--- src/rtl/au_cmd_sequencer.sv ---
// Command FIFO and issue/settle/capture sequencer in front of the 4-bit arithmetic unit.
// Optional overflow error counter enabled by defining AU_ERR_COUNT_EN.
module au_cmd_sequencer #(
  parameter int unsigned DEPTH  = 4,
  parameter int unsigned SETTLE = 1
) (
  input  logic       clk,
  input  logic       rst_n,
  input  logic       cmd_valid,
  output logic       cmd_ready,
  input  logic [3:0] cmd_a,
  input  logic [3:0] cmd_b,
  input  logic [1:0] cmd_op,
  output logic [3:0] au_a,
  output logic [3:0] au_b,
  output logic [1:0] au_op,
  input  logic [7:0] au_result,
  input  logic       au_zero,
  input  logic       au_overflow,
  output logic       rsp_valid,
  input  logic       rsp_ready,
  output logic [7:0] rsp_result,
  output logic       rsp_zero,
  output logic       rsp_overflow,
  output logic [1:0] rsp_op,
`ifdef AU_ERR_COUNT_EN
  input  logic       err_clr,
  output logic [7:0] err_count,
`endif
  output logic       busy
);

  localparam int unsigned AW = $clog2(DEPTH);
  localparam int unsigned CW = AW + 1;
  localparam logic [CW-1:0] FullCnt    = CW'(DEPTH);
  localparam logic [3:0]    SettleLoad = 4'(SETTLE - 1);

  typedef enum logic [1:0] {StIdle, StIssue, StHold} state_e;

  state_e          state_q, state_d;
  logic [9:0]      mem_q [DEPTH];
  logic [AW-1:0]   wr_ptr_q, rd_ptr_q;
  logic [CW-1:0]   count_q;
  logic [3:0]      cnt_q, cnt_d;
  logic            full, empty, push, pop, capture;
  logic [3:0]      au_a_q, au_b_q;
  logic [1:0]      au_op_q;
  logic            rsp_valid_q;
  logic [7:0]      rsp_result_q;
  logic            rsp_zero_q, rsp_overflow_q;
  logic [1:0]      rsp_op_q;

  // Ready depends only on registered occupancy, never on a same-cycle pop.
  assign full      = (count_q == FullCnt);
  assign empty     = (count_q == '0);
  assign cmd_ready = !full;
  assign push      = cmd_valid && !full;

  always_comb begin
    state_d = state_q;
    cnt_d   = cnt_q;
    pop     = 1'b0;
    capture = 1'b0;
    unique case (state_q)
      StIdle: begin
        if (!empty) begin
          pop     = 1'b1;
          cnt_d   = SettleLoad;
          state_d = StIssue;
        end
      end
      StIssue: begin
        if (cnt_q != 4'd0) begin
          cnt_d = cnt_q - 4'd1;
        end else begin
          capture = 1'b1;
          state_d = StHold;
        end
      end
      StHold: begin
        if (rsp_ready) begin
          if (!empty) begin
            pop     = 1'b1;
            cnt_d   = SettleLoad;
            state_d = StIssue;
          end else begin
            state_d = StIdle;
          end
        end
      end
      default: state_d = StIdle;
    endcase
  end

  // Storage needs no reset; occupancy and pointers define validity.
  always_ff @(posedge clk) begin
    if (push) mem_q[wr_ptr_q] <= {cmd_op, cmd_b, cmd_a};
  end

  always_ff @(posedge clk or negedge rst_n) begin
    if (!rst_n) begin
      state_q        <= StIdle;
      cnt_q          <= '0;
      wr_ptr_q       <= '0;
      rd_ptr_q       <= '0;
      count_q        <= '0;
      au_a_q         <= '0;
      au_b_q         <= '0;
      au_op_q        <= '0;
      rsp_valid_q    <= 1'b0;
      rsp_result_q   <= '0;
      rsp_zero_q     <= 1'b0;
      rsp_overflow_q <= 1'b0;
      rsp_op_q       <= '0;
    end else begin
      state_q <= state_d;
      cnt_q   <= cnt_d;
      if (push) wr_ptr_q <= wr_ptr_q + 1'b1;
      if (pop) begin
        rd_ptr_q <= rd_ptr_q + 1'b1;
        {au_op_q, au_b_q, au_a_q} <= mem_q[rd_ptr_q];
      end
      unique case ({push, pop})
        2'b10:   count_q <= count_q + 1'b1;
        2'b01:   count_q <= count_q - 1'b1;
        default: count_q <= count_q;
      endcase
      if (capture) begin
        rsp_valid_q    <= 1'b1;
        rsp_result_q   <= au_result;
        rsp_zero_q     <= au_zero;
        rsp_overflow_q <= au_overflow;
        rsp_op_q       <= au_op_q;
      end else if (state_q == StHold && rsp_ready) begin
        rsp_valid_q <= 1'b0;
      end
    end
  end

`ifdef AU_ERR_COUNT_EN
  logic [7:0] err_count_q;

  // Clear wins over a same-edge increment; the count saturates at 255.
  always_ff @(posedge clk or negedge rst_n) begin
    if (!rst_n) begin
      err_count_q <= '0;
    end else if (err_clr) begin
      err_count_q <= '0;
    end else if (capture && au_overflow && err_count_q != 8'hFF) begin
      err_count_q <= err_count_q + 8'd1;
    end
  end

  assign err_count = err_count_q;
`endif

  assign au_a         = au_a_q;
  assign au_b         = au_b_q;
  assign au_op        = au_op_q;
  assign rsp_valid    = rsp_valid_q;
  assign rsp_result   = rsp_result_q;
  assign rsp_zero     = rsp_zero_q;
  assign rsp_overflow = rsp_overflow_q;
  assign rsp_op       = rsp_op_q;
  assign busy         = (state_q != StIdle) || !empty;

endmodule

--- config.mk ---
export PLATFORM = sky130hd
export DESIGN_NAME = au_cmd_sequencer
export DESIGN_NICKNAME = d
export VERILOG_FILES = /design/src/rtl/au_cmd_sequencer.sv
export SDC_FILE = /design/constraint.sdc
export NUM_CORES = 1
export LEC_CHECK = 0
export BUFFER_PORTS_ARGS = -buffer_cell sky130_fd_sc_hd__buf_2
export CELL_PAD_IN_SITES_DETAIL_PLACEMENT = 1
export CELL_PAD_IN_SITES_GLOBAL_PLACEMENT = 1
export CORE_MARGIN = 2
export CORE_UTILIZATION = 25
export DETAILED_ROUTE_END_ITERATION = 16
export GPL_TIMING_DRIVEN = 0
export HOLD_SLACK_MARGIN = 0.02
export PLACE_DENSITY_LB_ADDON = 0.12
export SETUP_SLACK_MARGIN = 0.05
export SLEW_MARGIN = 20
export SYNTH_ARGS = -nofsm -noshare
export SYNTH_HDL_FRONTEND = slang
export SYNTH_SLANG_ARGS = --single-unit
--- constraint.sdc ---
create_clock -name clk -period 2.42 [get_ports clk]
set_input_delay 0.363 -clock clk [delete_from_list [all_inputs] [get_ports clk]]
set_output_delay 0.363 -clock clk [all_outputs]
set_load 0.02 [all_outputs]
**Word level (Yosys, flattened, before mapping)**

Memory sizes are Yosys's and may differ from the RTL's. A register that Yosys moved wholly into a read port is not among the register bits.
Index checks and enable logic that the tools add are counted.

- Bits in writable memories: 40
- Input port bits: 24
- Output and inout port bits: 25
- Register bits: 26
- Memories: 1
- Logic and storage cells: 59

- Equality and inequality tests: 9
- Add/sub/neg operators: 5
- Reduce and logical (&&, ||, !) cells: 15
- Mux-type cells: 19

Memories:

| name | depth | width | read ports | clocked after memory_dff | write ports | RTL line | text |
|---|---|---|---|---|---|---|---|
| mem_q | 4 | 10 | 1 | 1 | 1 | 41 | `logic [9:0] mem_q [DEPTH];` |

Operator list:

| cell | number |
|---|---|
| 4-bit 2-to-1 mux | 3 |
| 4-bit case mux with 3 select lines | 1 |
| 1-bit 2-to-1 mux | 9 |
| 2-bit inequality test (second input constant) | 4 |
| 2-bit 2-to-1 mux | 3 |
| 2-bit case mux with 3 select lines | 1 |
| 3-bit case mux with 2 select lines | 1 |
| 3-bit AND reduction | 2 |
| 2-bit nonzero test | 3 |
| 2-bit by 1-bit adder with 2-bit output (second input constant) | 2 |
| 2-bit by 1-bit == test with 1-bit output (second input constant) | 2 |
| 2-bit == test (second input constant) | 2 |
| 4-bit nonzero test | 1 |
| 4-bit by 1-bit subtractor with 4-bit output (second input constant) | 1 |
| 3-bit by 1-bit adder with 3-bit output (second input constant) | 1 |
| 3-bit == test (second input constant) | 1 |
| 1-bit logical NOT | 3 |
| 3-bit logical NOT | 1 |
| 3-bit nonzero test | 1 |
| 3-bit by 1-bit subtractor with 3-bit output (second input constant) | 1 |
| 1-bit logical AND | 2 |
| 2-bit logical NOT | 1 |
| 1-bit case mux with 2 select lines | 1 |
| 1-bit logical OR | 1 |

**Logic depth before layout (Yosys ltp)**

Gate-level depths: netlist (run 1).

- Depth in word-level cells: 6
- Mapped depth: 8

**Worst setup path after synthesis (run 1)**

OpenSTA, ideal clock, no wires.

- Path kind: reg-to-reg
- From: reg count_q[0]
- To: reg count_q[1]
- Buffers on the path: 0
- Path slack: 0.337 ns
- Stages on the path, launching flop included: 7
- Required time: 2.295 ns
- Data arrival time: 1.958 ns
- Cell sequence: dfrtp_1 -> or3b_4 -> and2_4 -> inv_1 -> ha_1 -> fa_1 -> mux2_2

RTL lines:

| element | RTL line | text |
|---|---|---|
| start, declared | 43 | `logic [CW-1:0] count_q;` |
| start signal, assigned | 124 | `2'b10: count_q <= count_q + 1'b1;` |
| start signal, assigned | 125 | `2'b01: count_q <= count_q - 1'b1;` |
| start signal, assigned | 126 | `default: count_q <= count_q;` |
| 3-bit == test (*) | 54 | `assign full = (count_q == FullCnt);` |
| 1-bit logical NOT (*) | -- |  |
| via cmd_ready | 10 | `output logic cmd_ready,` |
| 1-bit logical AND (*) | 57 | `assign push = cmd_valid && !full;` |
| 2-bit by 1-bit == test with 1-bit output or 2-bit == test (tied branches) | 123 | `unique case ({push, pop})` |
| 3-bit case mux with 2 select lines or 2-bit nonzero test (tied branches) | -- |  |

Mark *: on every way through the listed nets, which the timed path passes. The rest lies on a longest branch.
A chain may end at the register's enable or synchronous reset.

**Worst setup path in the final report (run 1)**

- From: reg state_q[1]
- To: reg count_q[2]

- Longest elaborated chain between the ends: 4

RTL lines:

| element | RTL line | text |
|---|---|---|
| start, declared | 40 | `state_e state_q, state_d;` |
| start signal, assigned | 102 | `state_q <= StIdle;` |
| start signal, assigned | 116 | `state_q <= state_d;` |
| 2-bit == test or 2-bit logical NOT (tied branches) | 64 | `unique case (state_q)` |
| 1-bit case mux with 2 select lines (*) | 64 |  |
| via pop | 45 | `logic full, empty, push, pop, capture;` |
| 2-bit by 1-bit == test with 1-bit output or 2-bit == test (tied branches) | 123 |  |
| 3-bit case mux with 2 select lines or 2-bit nonzero test (tied branches) | -- |  |

Marks and branches as above.

==> results of run 1 <==
[final cells by class]
| type | count | area (um^2) | area share (%) |
|---|---|---|---|
| clock inverter | 7 | 115 | 2.93 |
| clock buffer | 9 | 225 | 5.73 |
| timing repair buffer | 48 | 240 | 6.11 |
| tap | 168 | 210 | 5.35 |
| sequential | 76 | 2100 | 53.5 |
| inverter | 6 | 22.5 | 0.573 |
| multi-input combinational | 82 | 973 | 24.8 |
| buffer | 5 | 42.5 | 1.08 |
[Yosys cell counts (2+ instances only)]
master / instances / share of area (%)
dfrtp_1: 36 / 29
mux4_2: 9 / 6.5
nand2_1: 2 / 0.24
nor2_1: 3 / 0.36
mux2i_1: 2 / 0.64
mux2_2: 7 / 2.5
xor2_1: 3 / 0.84
inv_1: 6 / 0.72
buf_6: 3 / 1.1
ha_1: 6 / 2.4
nand2b_1: 3 / 0.60
edfxtp_1: 40 / 38
xnor2_1: 3 / 0.84
nor2b_1: 2 / 0.40
mux2_4: 17 / 8.2
o21ai_0: 3 / 0.48
nor3_2: 2 / 0.64
o22ai_1: 2 / 0.40
and3_2: 4 / 0.96
[stage by stage]
stage / area [um^2] / power [W] / std cells
3_3_place_gp: 3580 / 0.00430 / 385
5_1_grt: 3930 / 0.00617 / 401
4_1_cts: 3920 / 0.00589 / 401
3_5_place_dp: 3580 / 0.00432 / 385
6_report: 3930 / 0.00580 / 401
2_1_floorplan: 3130 / 0.00371 / 169
[critical path, delay by kind of cell (launching register included)]
family	cells	cell delay, ns
AND/OR/NAND/NOR	3	0.61
flip-flops	1	0.43
XOR/XNOR	2	0.29
adder cells (fa/ha/maj)	2	0.62
buffers and inverters	1	0.19
[power by group]
group | total, W | switching [W] | internal (W)
clock | 0.00153 | 0.000526 | 0.00100
combinational | 0.00217 | 0.00107 | 0.00110
sequential | 0.00210 | 0.000264 | 0.00183
total | 0.00580 | 0.00186 | 0.00393
[final timing paths]
kind | start | endpoint | slack, ns | depth (start not counted)
max in group asynchronous | rst_n | wr_ptr_q[1] | 1.72 | 1
min reg2reg | rsp_result[6] | rsp_result[6] | 0.50 | 1
max reg2reg | state_q[1] | count_q[2] | 0.21 | 8
min in group clk | cmd_b[3] | mem_q[3][7] | 0.24 | 1
min | rst_n | rsp_result[7] | 0.14 | 1
max | state_q[1] | count_q[2] | 0.21 | 8
[state kept, by name, summed over array words and instances, names as in the netlist, 3 cells and up]
register,flops
mem_q,40
rsp_result,8
au_a,4
au_b,4
cnt_q,4
count_q,3
[per-layer routing]
layer  vias to the layer above  wire length [um]
met5                         -                 0
met4                         0               169
met3                        14               382
met2                        55              2960
met1                       853              2820
li1                        760                 -
[cells by family (layout without fill, tap and decap cells)]
logic type | Yosys count | in the layout | synth area share, %
simple gates | 24 | 24 | 5.52
buf+inv | 11 | 75 | 2.08
fa+ha+maj | 7 | 7 | 3.04
mux | 36 | 36 | 18.6
compound gates | 9 | 9 | 1.84
flops | 76 | 76 | 67.2
xor+xnor | 6 | 6 | 1.68
==> impl_metrics.toml, run 1 <==
[route]
remaining_drc_errors = 0
vias_per_cell = 4.19
final_antenna_net_count = 0
drt_pass1_iterations = 4
detailroute.via_count = 1682
detail_route.iter0.violations = 32
route.detailed.wl_per_inst_um = 15.8
totalWireLength_um = 6330

[run_status]
run_status = "completed"

[grt]
first_global_vias = 1836
routing_usage_on_met3_pct = 3.40
met1_usage_pct = 12.5
initial_antenna_violation_count = 0
global_route_wire_length_before_repair_um = 9980
grt_overflow_total = 0
globalRouteTotalUtil_pct = 10.5
globalRouteMet2Util_pct = 16.7
grt_busiest_layer = "met2"
pin_count_of_the_biggest_net_entering_global_routing = 37

[worst_setup_path]
cp_slowest_cell = "dfrtp_1"
crit_path_end_kind = "register"
worst_setup_path_start_kind = "register"
worst-endpoint-required_ns = 2.68
worst-path-max-fanout = 10
critical_path_class = "register to register"
path_cells = "nor2b_1 > nor3_4 > buf_6 > ha_1 > fa_1 > xnor2_1 > nor2_1 > xor2_1"
slowest_cell_delay_on_critical_path_ns = 0.43
arrival_ns = 2.47

[final_layout]
layout.cells.most_common = "buf_2"
final_util_pct = 32.5
nFillCells = 1277
insertedDiodeCount = 0
final_cell_mix = "buf_2 (49), edfxtp_1 (40), dfrtp_1 (36)"
final_layout_size_suffix_gt1_share_pct = 47.2
fin_nets = 259
syn_to_final_growth_pct = 25.7

[place]
place_ws_ns = 0.120
hpwlAfterDp_um = 4120
place_congestion = 0.642
numPortBuffers = 48

[sta]
final-setup-viol-count = 0
setup_repair_after_global_routing_missed_its_margin = "true"
fin_ws_ns = 0.208
clock.fmax_mhz = 452
worst_hold_slack_ns = 0.144
worst_pin_slew_ns = 0.872
final_skew_ns = 0.00510
max-slew-margin-rel_pct = 41.8
final-max-slew-violation-count = 0
hold_viol = 0
setup_total_negative_slack_ns = 0
final_min_period_over_clock_period_pct = 91.4
fin_crit_ns = 2.21

[clocking]
cts-buffers-inserted = 9
clk_transition_reported_paths_ns = 0.06
clock_sinks = 76
postCtsSetupBuffers = 0
clockRootBuffer = "clkbuf_16"
worst_skew_pair.late_latency_ns = 0.34
cts_tree = "done"
holdBufCountCts = 0
cts_max_level = 3
cts-root-to-sink-buffers = 2
post_cts_resized = 0

[power]
vdd.ir_drop.worst_mv = 0.666
power_density_mw_per_mm2 = 1470
power_leakage_nw = 1.60

[synth]
ys_async_sr_fraction_pct = 47.4
ys_ff_latch = 76
synth_area_per_cell_um2 = 18.5
synthesis.instances = 169
synth_nets = 200
ys_dominant_reg_cell = "edfxtp_1"
ys_seq_area_share_pct = 67.2
synth.cell_area_mm2 = 0.00313
synth_enable_flop_cells = 40
synth_cell_type_count = 35
yosys_warnings = 0

[floorplanning]
start_util_pct = 25.8
floorplan.io_pins = 49
dieArea_mm2 = 0.0134
core-area_mm2 = 0.0121
die_width_um = 116
die_height_um = 116
fp-row-count = 40

[flow_run]
cap_violations = 0

[min_path]
hp-class = "primary input to async pin"
No activity file was read; power rests on OpenSTA's default activity.
==> run 2, diff against run 1 <==
--- a/config.mk
+++ b/config.mk
@@ -10,10 +10,11 @@
 export CELL_PAD_IN_SITES_GLOBAL_PLACEMENT = 1
 export CORE_MARGIN = 2
 export CORE_UTILIZATION = 25
+export CTS_CLUSTER_DIAMETER = 80
 export DETAILED_ROUTE_END_ITERATION = 16
-export GPL_TIMING_DRIVEN = 0
 export HOLD_SLACK_MARGIN = 0.02
 export PLACE_DENSITY_LB_ADDON = 0.12
+export RECOVER_POWER = 100
 export SETUP_SLACK_MARGIN = 0.05
 export SLEW_MARGIN = 20
 export SYNTH_ARGS = -nofsm -noshare
==> run 2 against run 1 <==
Worst setup slack improved by 0.069 ns. Via count decreased by 3.4%. Sequential share of layout area up 3.2 points. First-iteration DRC count increased to 2.7 times the previous value. Global-route usage about the same. Flip-flop and latch count unchanged. Final cell count unchanged. Worst hold slack gained 0.043 ns. Non-clock buffer count unchanged. Clock skew increased by 0.0020 ns. Combinational power fell by 17%. Critical endpoint is now count_q[1]. Largest cell class unchanged.
==> impl_metrics.toml, run 2 (synthesis gave the netlist of run 1 again) <==
[final_layout]
syn_to_final_growth_pct = 18.6
largest_reg_flops = 40
final_layout_size_suffix_gt1_share_pct = 21.0
layout.cells.most_common = "edfxtp_1"
final_util_pct = 30.6
final_design_area_no_fill_mm2 = 0.00371
fin_nets = 259
nFillCells = 1294
final_cell_mix = "edfxtp_1 (40), clkbuf_1 (38), dfrtp_1 (36)"
registers.top_by_ff_count = "mem_q"
insertedDiodeCount = 0

[route]
drt_pass1_iterations = 4
remaining_drc_errors = 0
detailroute.via_count = 1624
detail_route.iter0.violations = 86
totalWireLength_um = 6280
final_antenna_net_count = 0
vias_per_cell = 4.05
route.detailed.wl_per_inst_um = 15.7

[worst_setup_path]
worst_setup_path_start_kind = "register"
cpLargestDelayFamily = "simple AND/OR/NAND/NOR gates"
path_cells = "or3b_1 > and2_4 > inv_1 > ha_1 > fa_1 > mux2_2"
worst-endpoint-required_ns = 2.64
setup_slack_on_the_worst_flop_to_flop_path_ns = 0.28
cp_slowest_cell = "or3b_1"
timing.rr.start = "count_q[0]"
slowest_cell_delay_on_critical_path_ns = 0.47
worst_r2r_endpoint = "count_q[1]"
path_depth = 6
critical_path.n_buffers_inverters = 1
arrival_ns = 2.36
crit_path_end_kind = "register"
worst-path-max-fanout = 6
reg2regPathDepth = 6
critical_path_class = "register to register"

[floorplanning]
die_height_um = 116
start_util_pct = 25.8
dieArea_mm2 = 0.0134
fp-row-count = 40
floorplan.io_pins = 49
core-area_mm2 = 0.0121
die_width_um = 116

[clocking]
clk_transition_reported_paths_ns = 0.06
cts-root-to-sink-buffers = 2
worst_skew_pair.late_latency_ns = 0.34
holdBufCountCts = 0
clock_sinks = 76
cts_max_level = 3
cts-buffers-inserted = 9
clockRootBuffer = "clkbuf_16"
cts_tree = "done"
postCtsSetupBuffers = 0
post_cts_resized = 0

[grt]
globalRouteTotalUtil_pct = 10.5
grt_overflow_total = 0
initial_antenna_violation_count = 0
global_route_wire_length_before_repair_um = 10100
pin_count_of_the_biggest_net_entering_global_routing = 37
first_global_vias = 1750

[place]
numPortBuffers = 48
hpwlAfterDp_um = 4080
place_congestion = 0.665
dpl-instance-area_mm2 = 0.00357

[sta]
worst_pin_slew_ns = 0.998
final_skew_ns = 0.00708
setup_total_negative_slack_ns = 0
fin_crit_ns = 2.14
final-max-slew-violation-count = 0
final-setup-viol-count = 0
setup_repair_after_global_routing_missed_its_margin = "false"
hold_viol = 0
max-slew-margin-rel_pct = 33.5
final_min_period_over_clock_period_pct = 88.6
clock.fmax_mhz = 467

[power]
power_leakage_nw = 1.38
comb_power_share_pct = 35.1
switchingPower_w = 0.00179
power.switching_fraction_pct = 34.8
vdd.ir_drop.worst_mv = 0.374
clkPwrFrac_pct = 23.9
power_density_mw_per_mm2 = 1390
share_seq_of_total_power_pct = 41.0
power_report.internal_total_w = 0.00335

[run_status]
run_status = "completed"

[min_path]
hp-class = "primary input to async pin"

[flow_run]
cap_violations = 0
[run 2: stage by stage]
step,setup WS (ns),power [W],hold slack [ns],std cells
after detailed placement,0.302,0.00432,0.488,385
final,0.277,0.00514,0.187,401
after CTS,0.298,0.00559,0.197,401
after global placement,0.326,0.00431,0.483,385
after global routing,0.153,0.00552,0.228,401
after floorplan,0.337,0.00371,0.0674,169
[run 2: power groups by stage]
stage	clock (W)	combinational (W)	sequential (W)
6_report	0.00123	0.00180	0.00211
5_1_grt	0.00133	0.00201	0.00218
4_1_cts	0.00128	0.00218	0.00213
3_5_place_dp	0	0.00217	0.00215
3_3_place_gp	0	0.00218	0.00214
2_1_floorplan	0	0.00141	0.00230
[run 2: worst max path at each step]
stage                     startpoint          to  slack, ns
after floorplan           count_q[0]  count_q[1]       0.34
after global placement    count_q[0]  count_q[1]       0.33
after detailed placement  count_q[0]  count_q[1]       0.30
after CTS                 count_q[0]  count_q[1]       0.30
after global routing      count_q[0]  count_q[1]       0.15
final                     count_q[0]  count_q[1]       0.28
[run 2: cell type report]
class                           instances  area, um^2  share of cell area [%]
Sequential cell                        76        2100                    56.7
Multi-Input combinational cell         82         878                    23.7
Clock buffer                           11         243                    6.54
Timing Repair Buffer                   53         226                    6.10
Tap cell                              168         210                    5.67
Clock inverter                          5        27.5                   0.742
Inverter                                6        22.5                   0.607
[run 2: routing by layer]
layer	GRT usage (%)	part of all wire (%)	vias up
met5	0	0	-
met1	13.4	49	812
met4	3.65	1.4	0
met2	15.4	42	51
met3	5.33	7.0	8
li1	-	-	753
==> run 3, diff against run 2 <==
--- a/config.mk
+++ b/config.mk
@@ -13,7 +13,7 @@
 export CTS_CLUSTER_DIAMETER = 80
 export DETAILED_ROUTE_END_ITERATION = 16
 export HOLD_SLACK_MARGIN = 0.02
-export PLACE_DENSITY_LB_ADDON = 0.12
+export PLACE_DENSITY_LB_ADDON = 0.25
 export RECOVER_POWER = 100
 export SETUP_SLACK_MARGIN = 0.05
 export SLEW_MARGIN = 20
==> run 3 against run 2 <==
The flow now finishes with violations (max-capacitance violations, max-slew violations). Final area is 0.81% higher. Via count is the same. Wire length down 4.5%. Worst hold slack better by 0.059 ns. Clock power rose by 9%. Total power is 1.7% higher. Combinational power hardly changed. Global-route usage shrank 0.89 points. Die area unchanged. Critical path depth unchanged. Largest power group unchanged.
==> impl_metrics.toml, run 3 (synthesis gave the netlist of run 1 again) <==
[final_layout]
final_cell_mix = "edfxtp_1 (40), clkbuf_1 (38), dfrtp_1 (36)"
layout.cells.most_common = "edfxtp_1"
finalNonFillerCells = 401
syn_to_final_growth_pct = 19.6
registers.top_by_ff_count = "mem_q"
insertedDiodeCount = 0
fin_nets = 259
largest_reg_flops = 40
final_layout_size_suffix_gt1_share_pct = 21.9

[clocking]
clk_transition_reported_paths_ns = 0.06
clockRootBuffer = "clkbuf_16"
holdBufCountCts = 0
post_cts_resized = 0
cts-buffers-inserted = 9
worst_skew_pair.late_latency_ns = 0.33
cts_tree = "done"
cts-root-to-sink-buffers = 2
cts_max_level = 3
postCtsSetupBuffers = 0
clock_sinks = 76

[place]
place_congestion = 0.719
numPortBuffers = 48
hpwlAfterDp_um = 3950
post-place-cells = 385

[sta]
worst_pin_slew_ns = 2.05
fin_crit_ns = 2.16
worst_hold_slack_ns = 0.246
setup_repair_after_global_routing_missed_its_margin = "false"
final-max-slew-violation-count = 37
final_min_period_over_clock_period_pct = 89.3
clock.fmax_mhz = 463
final_skew_ns = 0.00567
final-setup-viol-count = 0
max-slew-margin-rel_pct = -36.7
hold_viol = 0
setup_total_negative_slack_ns = 0

[worst_setup_path]
arrival_ns = 2.37
critical_path_class = "register to register"
crit_path_end_kind = "register"
worst-path-max-fanout = 6
worst_r2r_endpoint = "count_q[1]"
timing.rr.start = "count_q[0]"
reg2regPathDepth = 6
worst_setup_path_start_kind = "register"
setup_slack_on_the_worst_flop_to_flop_path_ns = 0.26
worst-endpoint-required_ns = 2.63

[power]
power_density_mw_per_mm2 = 1400
vdd.ir_drop.worst_mv = 0.331
power_leakage_nw = 1.40

[run_status]
violations = "max-capacitance violations, max-slew violations"
run_status = "finished, violations left"

[floorplanning]
start_util_pct = 25.8
die_width_um = 116
fp-row-count = 40
dieArea_mm2 = 0.0134
floorplan.io_pins = 49
core-area_mm2 = 0.0121
die_height_um = 116

[route]
route.detailed.wl_per_inst_um = 14.9
final_antenna_net_count = 0
detail_route.iter0.violations = 67
remaining_drc_errors = 0
drt_pass1_iterations = 4
detailroute.via_count = 1624
totalWireLength_um = 5990
vias_per_cell = 4.05

[flow_run]
cap_violations = 1

[grt]
pin_count_of_the_biggest_net_entering_global_routing = 37
initial_antenna_violation_count = 0
first_global_vias = 1722
global_route_wire_length_before_repair_um = 9350
globalRouteTotalUtil_pct = 9.59
grt_overflow_total = 0

[min_path]
min_path_cells = 2
hold_path.startpoint = "au_result[7]"
hp-class = "primary input to register"
hold-path-endpoint = "rsp_result[7]"
-- run 3: cell types whose count changed in the layout (fill, tap and decap cells not counted) --
cell / before / now
clkinv_4: 0 / 2
bufinv_16: 0 / 1
clkbuf_2: 1 / 0
clkinv_1: 2 / 0
inv_6: 0 / 1
clkbuf_8: 1 / 0
-- run 3: worst max-delay path by stage --
stage,startpoint,end
after CTS,count_q[0],count_q[1]
after global routing,rst_n,wr_ptr_q[0]
after global placement,count_q[0],count_q[1]
after detailed placement,count_q[0],count_q[1]
final,count_q[0],count_q[1]
after floorplan,count_q[0],count_q[1]
-- run 3: layout make-up --
type / count / area [um^2]
Clock buffer: 9 / 225
Multi-Input combinational cell: 82 / 878
Fill cell: 1320 / 8370
Timing Repair Buffer: 53 / 225
Tap cell: 168 / 210
Clock inverter: 7 / 76.3
Sequential cell: 76 / 2100
Inverter: 6 / 22.5
-- run 3: stage by stage --
stage	setup WS, ns	area, um^2	utilization [%]	power [W]
floorplan	0.337	3130	-	0.00371
global placement	0.345	3570	29.5	0.00426
detailed placement	0.293	3570	29.5	0.00429
CTS	0.296	3870	32.0	0.00566
global route	0.131	3740	30.9	0.00560
finish	0.259	3740	30.9	0.00523
-- run 3: routing by layer --
| metal | GRT usage (%) | up-vias | share of wire, % |
|---|---|---|---|
| met4 | 3.81 | 0 | 1.3 |
| met5 | 0 | - | 0 |
| li1 | - | 754 | - |
| met1 | 11.9 | 824 | 46 |
| met3 | 3.14 | 6 | 4.4 |
| met2 | 15.6 | 40 | 48 |
-- run 3: worst max-delay path, stage by stage (launching register included) --
cell and delay [ns]:
dfrtp_1 0.43, or3b_1 0.48, and2_4 0.21, inv_1 0.06, ha_1 0.19, fa_1 0.41
mux2_2 0.26
-- run 3: power breakdown --
group          switching, W  total (W)  internal, W
Clock              0.000538    0.00134     0.000803
Combinational      0.000986    0.00178     0.000799
Sequential         0.000270    0.00210      0.00183
